## src/rtl/sar_adc_ctrl.sv

```systemverilog
// rtl/sar_adc_ctrl.sv - successive-approximation ADC controller driving an R2R ladder
// Optional feature macro: SAR_ADC_AVG_EN (four conversions averaged per start)
module sar_adc_ctrl #(
    parameter int SETTLE_CYCLES = 128
) (
    input  logic       clk,
    input  logic       rst,
    input  logic       start,
    input  logic       cmp_in,
    output logic [7:0] dac_code,
    output logic       busy,
    output logic       done,
    output logic [7:0] result,
    output logic       valid
);

    localparam int CW = $clog2(SETTLE_CYCLES);
    localparam logic [CW-1:0] CNT_LAST = CW'(SETTLE_CYCLES - 1);

    // The sync latency plus the decide cycle must fit inside the settle window.
    if (SETTLE_CYCLES < 4) begin : g_settle_chk
        $error("sar_adc_ctrl: SETTLE_CYCLES must be >= 4");
    end

    typedef enum logic [1:0] {
        S_IDLE,
        S_SETTLE,
        S_DECIDE,
        S_DONE
    } state_t;

    state_t        r_state, w_state;
    logic          r_cmp_meta;
    logic          r_cmp_s;
    logic [CW-1:0] r_cnt, w_cnt;
    logic [2:0]    r_idx, w_idx;
    logic [7:0]    r_dac, w_dac;
    logic [7:0]    r_result, w_result;
    logic          r_busy, w_busy;
    logic          r_done, w_done;
    logic          r_valid, w_valid;
    logic [7:0]    w_code_dec;

`ifdef SAR_ADC_AVG_EN
    logic [9:0]    r_acc, w_acc;
    logic [1:0]    r_conv, w_conv;
    logic [9:0]    w_sum;
`endif

    // Trial code after the current bit has been resolved by the comparator.
    assign w_code_dec = r_cmp_s ? r_dac : (r_dac & ~(8'h01 << r_idx));

    // Two-flop synchronizer for the asynchronous comparator output.
    always_ff @(posedge clk or negedge rst) begin
        if (!rst) begin
            r_cmp_meta <= 1'b0;
            r_cmp_s    <= 1'b0;
        end else begin
            r_cmp_meta <= cmp_in;
            r_cmp_s    <= r_cmp_meta;
        end
    end

    // State and datapath registers; all outputs come straight from flops.
    always_ff @(posedge clk or negedge rst) begin
        if (!rst) begin
            r_state  <= S_IDLE;
            r_cnt    <= '0;
            r_idx    <= 3'd0;
            r_dac    <= 8'h00;
            r_result <= 8'h00;
            r_busy   <= 1'b0;
            r_done   <= 1'b0;
            r_valid  <= 1'b0;
`ifdef SAR_ADC_AVG_EN
            r_acc    <= 10'd0;
            r_conv   <= 2'd0;
`endif
        end else begin
            r_state  <= w_state;
            r_cnt    <= w_cnt;
            r_idx    <= w_idx;
            r_dac    <= w_dac;
            r_result <= w_result;
            r_busy   <= w_busy;
            r_done   <= w_done;
            r_valid  <= w_valid;
`ifdef SAR_ADC_AVG_EN
            r_acc    <= w_acc;
            r_conv   <= w_conv;
`endif
        end
    end

    // Next-state and next-datapath logic for the SAR sequence.
    always_comb begin
        w_state  = r_state;
        w_cnt    = r_cnt;
        w_idx    = r_idx;
        w_dac    = r_dac;
        w_result = r_result;
        w_busy   = r_busy;
        w_done   = 1'b0;
        w_valid  = r_valid;
`ifdef SAR_ADC_AVG_EN
        w_acc    = r_acc;
        w_conv   = r_conv;
        w_sum    = r_acc + {2'b00, w_code_dec};
`endif
        case (r_state)
            S_IDLE: begin
                w_dac = r_result;
                if (start) begin
                    w_state = S_SETTLE;
                    w_idx   = 3'd7;
                    w_dac   = 8'h80;
                    w_cnt   = '0;
                    w_busy  = 1'b1;
`ifdef SAR_ADC_AVG_EN
                    w_acc   = 10'd0;
                    w_conv  = 2'd0;
`endif
                end
            end
            S_SETTLE: begin
                if (r_cnt == CNT_LAST) begin
                    w_state = S_DECIDE;
                end else begin
                    w_cnt = r_cnt + 1'b1;
                end
            end
            S_DECIDE: begin
                if (r_idx != 3'd0) begin
                    w_dac   = w_code_dec | (8'h01 << (r_idx - 3'd1));
                    w_idx   = r_idx - 3'd1;
                    w_cnt   = '0;
                    w_state = S_SETTLE;
                end else begin
`ifdef SAR_ADC_AVG_EN
                    if (r_conv != 2'd3) begin
                        // Chain straight into the next conversion of the set.
                        w_acc   = w_sum;
                        w_conv  = r_conv + 2'd1;
                        w_dac   = 8'h80;
                        w_idx   = 3'd7;
                        w_cnt   = '0;
                        w_state = S_SETTLE;
                    end else begin
                        w_result = 8'(w_sum >> 2);
                        w_dac    = 8'(w_sum >> 2);
                        w_done   = 1'b1;
                        w_valid  = 1'b1;
                        w_busy   = 1'b0;
                        w_state  = S_DONE;
                    end
`else
                    w_result = w_code_dec;
                    w_dac    = w_code_dec;
                    w_done   = 1'b1;
                    w_valid  = 1'b1;
                    w_busy   = 1'b0;
                    w_state  = S_DONE;
`endif
                end
            end
            S_DONE: begin
                w_state = S_IDLE;
            end
            default: begin
                w_state = S_IDLE;
            end
        endcase
    end

    assign dac_code = r_dac;
    assign busy     = r_busy;
    assign done     = r_done;
    assign result   = r_result;
    assign valid    = r_valid;

endmodule

```

## config.mk

```make
export PLATFORM = sky130hd
export DESIGN_NAME = sar_adc_ctrl
export DESIGN_NICKNAME = d
export VERILOG_FILES = /design/src/rtl/sar_adc_ctrl.sv
export SDC_FILE = /design/constraint.sdc
export NUM_CORES = 1
export LEC_CHECK = 0
export CAP_MARGIN = 20
export CORE_MARGIN = 1.5
export CORE_UTILIZATION = 30
export CTS_CLUSTER_SIZE = 40
export DETAILED_ROUTE_END_ITERATION = 10
export SETUP_SLACK_MARGIN = 0.5
export SKIP_CTS_REPAIR_TIMING = 1
export SYNTH_ARGS = -nofsm -noshare
export SYNTH_HDL_FRONTEND = slang
export SYNTH_SLANG_ARGS = --single-unit
```

## constraint.sdc

```tcl
create_clock -name clk -period 2 [get_ports clk]
set_input_delay 0.3 -clock clk [delete_from_list [all_inputs] [get_ports clk]]
set_output_delay 0.3 -clock clk [all_outputs]
set_load 0.1 [all_outputs]
```

### Yosys cells after proc, flatten, opt, wreduce, memory -nomap -nowiden

Index checks and enable logic that the tools add are counted.

| storage, ports and cells | value |
|---|---|
| output and inout bits | 19 |
| bits in registers | 33 |
| word-level logic and storage cells | 56 |
| input bits | 4 |

| cells by class | value |
|---|---|
| reductions and logical operators | 9 |
| add/sub/neg operators | 2 |
| equal/unequal tests | 9 |
| bitwise logic cells | 4 |
| shift-type cells | 2 |
| muxes and demuxes | 20 |

Operators with widths:

| cell | number |
|---|---|
| two-way mux 8 bit | 3 |
| two-way mux 7 bit | 3 |
| case mux 7 bit (3 select lines) | 1 |
| case mux 8 bit (2 select lines) | 1 |
| << shifter 1 x 3 -> 8 bit, first input constant | 2 |
| != test 2 bit, second input constant | 5 |
| bitwise AND 8 bit | 1 |
| inverter 8 bit | 1 |
| OR 8 bit | 1 |
| case mux 2 bit (4 select lines) | 1 |
| adder 7 x 1 -> 7 bit, second input constant | 1 |
| == test 7 bit, second input constant | 1 |
| two-way mux 2 bit | 3 |
| two-way mux 3 bit | 2 |
| case mux 3 bit (2 select lines) | 1 |
| AND reduction 3 bit | 2 |
| nonzero test 3 bit | 2 |
| == test 2 bit, second input constant | 2 |
| two-way mux 1 bit | 4 |
| AND reduction 2 bit | 2 |
| AND reduction 4 bit | 1 |
| subtractor 3 x 1 -> 3 bit, second input constant | 1 |
| == test 2 x 1 -> 1 bit, second input constant | 1 |
| logical NOT 2 bit | 1 |
| 3 further kinds | 3 |

### Logic depth before layout (Yosys ltp)

| depth | value |
|---|---|
| depth after elaboration | 7 |
| gate-level depth with buffers | 7 |
| mapped depth without buffers | 6 |

### Least setup slack after synthesis

No wires, ideal clock.

| timing | value |
|---|---|
| path kind | register -> register |
| start | register r_idx[0] |
| end | register r_result[6] (netlist: result[6]) |
| setup time | 0.126 ns |
| period minus slack after synthesis | 1.611 ns |
| path buffers | 1 |
| required time | 1.874 ns |
| path slack | 0.389 ns |
| cell stages (with the launch flop) | 7 |
| data arrival time | 1.485 ns |
| cell sequence | dfrtp_1 inv_1 ha_1 and2b_2 nand3b_4 buf_6 mux2_2 |

| between the ends | value |
|---|---|
| word-level cells in the longest chain between the ends | 4 |
| elaborated cells between the ends (all ways) | 7 |
| those cells by class | shift (1); mux (1); bitwise (3); reduce/logical (2) |

RTL lines:

| element | RTL line | source |
|---|---|---|
| start: declaration | 36 | `logic [2:0] r_idx, w_idx;` |
| start signal: assignment | 82 | `r_idx <= w_idx;` |
| << shifter 1 x 3 -> 8 bit | 51 | `assign w_code_dec = r_cmp_s ? r_dac : (r_dac & ~(8'h01 << r_idx));` |
| inverter 8 bit | 51 |  |
| bitwise AND 8 bit | 51 |  |
| two-way mux 8 bit | 51 |  |
| end signal: assignment | 84 | `r_result <= w_result;` |
| end: declaration | 38 | `logic [7:0] r_result, w_result;` |

Parallel ways exist; a longest one is shown, timed or not.
A chain may end at the register's enable or synchronous reset.

### Worst setup path in the final report

| timing | value |
|---|---|
| start | register r_idx[0] |
| end | register r_idx[2] |

| between the ends | value |
|---|---|
| word-level cells in the longest chain between the ends | 3 |
| elaborated cells between the ends (all ways) | 6 |
| those cells by class | add/sub (1); eq/ne (1); mux (2); reduce/logical (2) |

RTL lines:

| element | RTL line |
|---|---|
| subtractor 3 x 1 -> 3 bit or nonzero test 3 bit (tied branches) | 135, 133 |
| two-way mux 3 bit or != test 2 bit (tied branches) | n/a |
| case mux 3 bit (2 select lines) or AND reduction 3 bit (tied branches) | n/a |

Parallel ways exist; a longest one is shown, timed or not. The select of a mux whose other input is x is not followed.

==> out/summary.txt <==
Status - complete, no violations
Max Fanout on Critical Path - 8
Port buffer count - 22
Non-filler cells, final - 274
Core area - 5200 sq um
Io pins - 23
Tmin final - 1.54 ns
Ys flop type - dfrtp_1
GR Overflow Total - 0
Power share of the combinational group - 8.1%
Die area - 5950 sq um
Worst-Skew Late Latency - 0.28 ns
Clk network pwr share - 44.5%
PnR Total Power - 1450 uW
Die Span X - 77.1 microns
Setup crit start kind - flip-flop
Final period utilization - 77.2%
Gr usage total - 13.3%
Slew Limit Fails - 0
Vias in the first global route - 1303
Syn Area/Cell - 10.3 sq um
Worst Path Required - 2.20 ns
First-pass GRT wire length - 6200 microns
Setup crit start - r_idx[0]
Sink Count - 33
Yosys top cell by area - dfrtp_1
Setup TNS - 0 ns
Area grow syn2layout - 33.4%
Fmax achieved - 647 MHz
Initial antenna violation count - 0
Ant diodes - 0
Final Hold Violating Endpoints - 0
Leakage power - 0.00103 uW
Sequential fraction of the synthesis area - 50.1%
Post-synthesis register bit count - 33
CP Class - reg2reg
Die Y - 77.1 microns
DR iter-0 viols - 48
Post-synth EDFFs - 0
Fillers - 519
Largest cells by area after synthesis - dfrtp_1 (50%), ha_1 (5.3%), nand2_1 (5.0%), o21ai_0 (4.2%), mux2_2 (3.4%)
Tightest Hold Check Type - reg2reg
TritonCTS buffer count - 5
Area occupied by registers - 835 sq um
Slew headroom - 71.6%
Synth Instances - 160
Drt drc - 0
Starting density of the core - 31.7%
Rows - 26
CTS tree - yes
Worst setup EP type - flip-flop
Post-DP HPWL - 2500 microns
Synth top area share - 50.1%
Fin nets - 214
Largest net degree at the start of global routing - 34
GP Congestion - 0.811
Max H-tree Level - 2
Worst-Margin Slew - 0.426 ns
Internal power component - 1120 uW
Layout cells sized above 1 - 34.8%
Pwr dens - 659 nW/um^2
Clock Skews - 0.00403 ns
Sequential Power Share - 47.5%
Synth unique cells - 39
CTS max path bufs - 2
Max cap viols - 0
Netlist Area Pre-Place - 1650 sq um
Vias - 1345
Clk slew on worst S/H paths - 0.07 ns
Fin area - 2200 sq um
Setup Viol. Count Final - 0
Pre-Repair DR Iteration Count - 4
Hold Startpoint - r_cmp_meta
Area occupied by multi-input gates - 813 sq um
Vias per cell - 4.91
Post-synth ARST share - 100%
RSZ-0062 raised after global routing - yes
Hold_ws - 0.364 ns
Reg2Reg Launch Point - r_idx[0]
Syn Nets - 171
Worst EP arrival - 1.74 ns
Yosys warns - 0
Clock root cell - clkbuf_8
Area of placed instances - 1920 sq um
Switching Share - 22.8%
DRT Wirelength - 3750 microns
DP Cell Count - 250
Routed len/inst - 13.7 microns
Sw power - 331 uW
Maximum VDD drop - 0.000315 V
DRT antenna net count - 0
-- path summary, 6_finish.rpt --
| check | endpoint | slack [ns] | depth (start not counted) |
|---|---|---|---|
| min in group asynchronous | r_cnt[5] | 0.42 | 2 |
| worst min-delay path | r_cmp_s | 0.36 | 0 |
| worst max register to register | r_idx[2] | 0.46 | 6 |
| max in group asynchronous | r_state[1] | 1.25 | 2 |
| worst max-delay path | r_idx[2] | 0.46 | 6 |
| worst min register to register | r_cmp_s | 0.36 | 0 |
-- routing by layer --
layer  wire (microns)  vias to the layer above  track usage (%)
li1                 -                      664                -
met1             1760                      646             17.4
met2             1780                       29             20.3
met3              148                        6             2.98
met4               71                        0             7.27
met5                0                        -                0
-- critical path, cell delays in order, from the launching register on --
cell and delay (ns):
dfrtp_2 0.40, inv_4 0.06, ha_4 0.17, nor2b_4 0.13, a211o_4 0.38, o21ba_1 0.19
a31oi_1 0.14
-- cell usage after synthesis, drive strengths merged (4+ instances only) --
cell and count:
nand2 22, nor2b 4, nor2 5, a21boi 5, ha 7, mux2 5
a21oi 7, inv 8, dfrtp 33, nand3 6, o31ai 4, buf 4
o21ai 15
-- state kept, by name, indices dropped and copies added, names as in the netlist --
| register | cells |
|---|---|
| r_cmp_s | 1 |
| result | 8 |
| busy | 1 |
| dac_code | 8 |
| r_state | 2 |
| r_idx | 3 |
| r_cnt | 7 |
| valid | 1 |
| r_cmp_meta | 1 |
| done | 1 |
-- layout by cell type, fill, tap and decap left out, types with 2 or more instances in the layout --
cell             instances
ha_1                     5
a221o_1                  2
inv_1                    6
o211ai_1                 3
dfrtp_2                  4
nand2_1                 22
nor2_2                   2
nand4_1                  2
o21ai_0                 14
a222oi_1                 3
and2b_2                  2
nor3_1                   2
clkbuf_8                 6
buf_4                   38
a21boi_0                 4
mux2_2                   4
dfrtp_1                 28
nand3_1                  6
a21oi_1                  7
nor2_1                   3
nand2b_1                 2
nor2b_1                  2
clkdlybuf4s50_1          3
a31oi_1                  3
o31ai_1                  4
-- power by group through the flow --
stage	clock, uW	combinational [uW]	sequential [uW]
2_1_floorplan	0	34.6	739
3_3_place_gp	0	112	701
3_5_place_dp	0	113	702
4_1_cts	666	113	689
5_1_grt	695	126	690
6_report	645	117	689
-- cell families after synthesis --
group | after synthesis | synth area share, %
multiplexers | 6 | 4.02
adder cells (fa/ha/maj) | 7 | 5.31
buffers and inverters | 14 | 4.25
AND/OR/NAND/NOR | 53 | 16.8
flip-flops | 33 | 50.1
AO/OA/AOI/OAI | 47 | 19.5
-- final cells by class --
class                      instances  share of cell area, %
inverter                           8                   1.48
timing repair buffer              41                   14.3
sequential                        33                   37.9
clock inverter                     1                   1.37
clock buffer                       7                   3.92
multi-input combinational        114                   37.0
tap                               70                   3.98
-- through the flow --
stage	utilization, %	setup slack, ns
2_1_floorplan	-	0.495
3_3_place_gp	36.9	0.309
3_5_place_dp	36.9	0.256
4_1_cts	39.2	0.346
5_1_grt	42.3	0.425
6_report	42.3	0.455
Power figures use the tool's default switching activity.
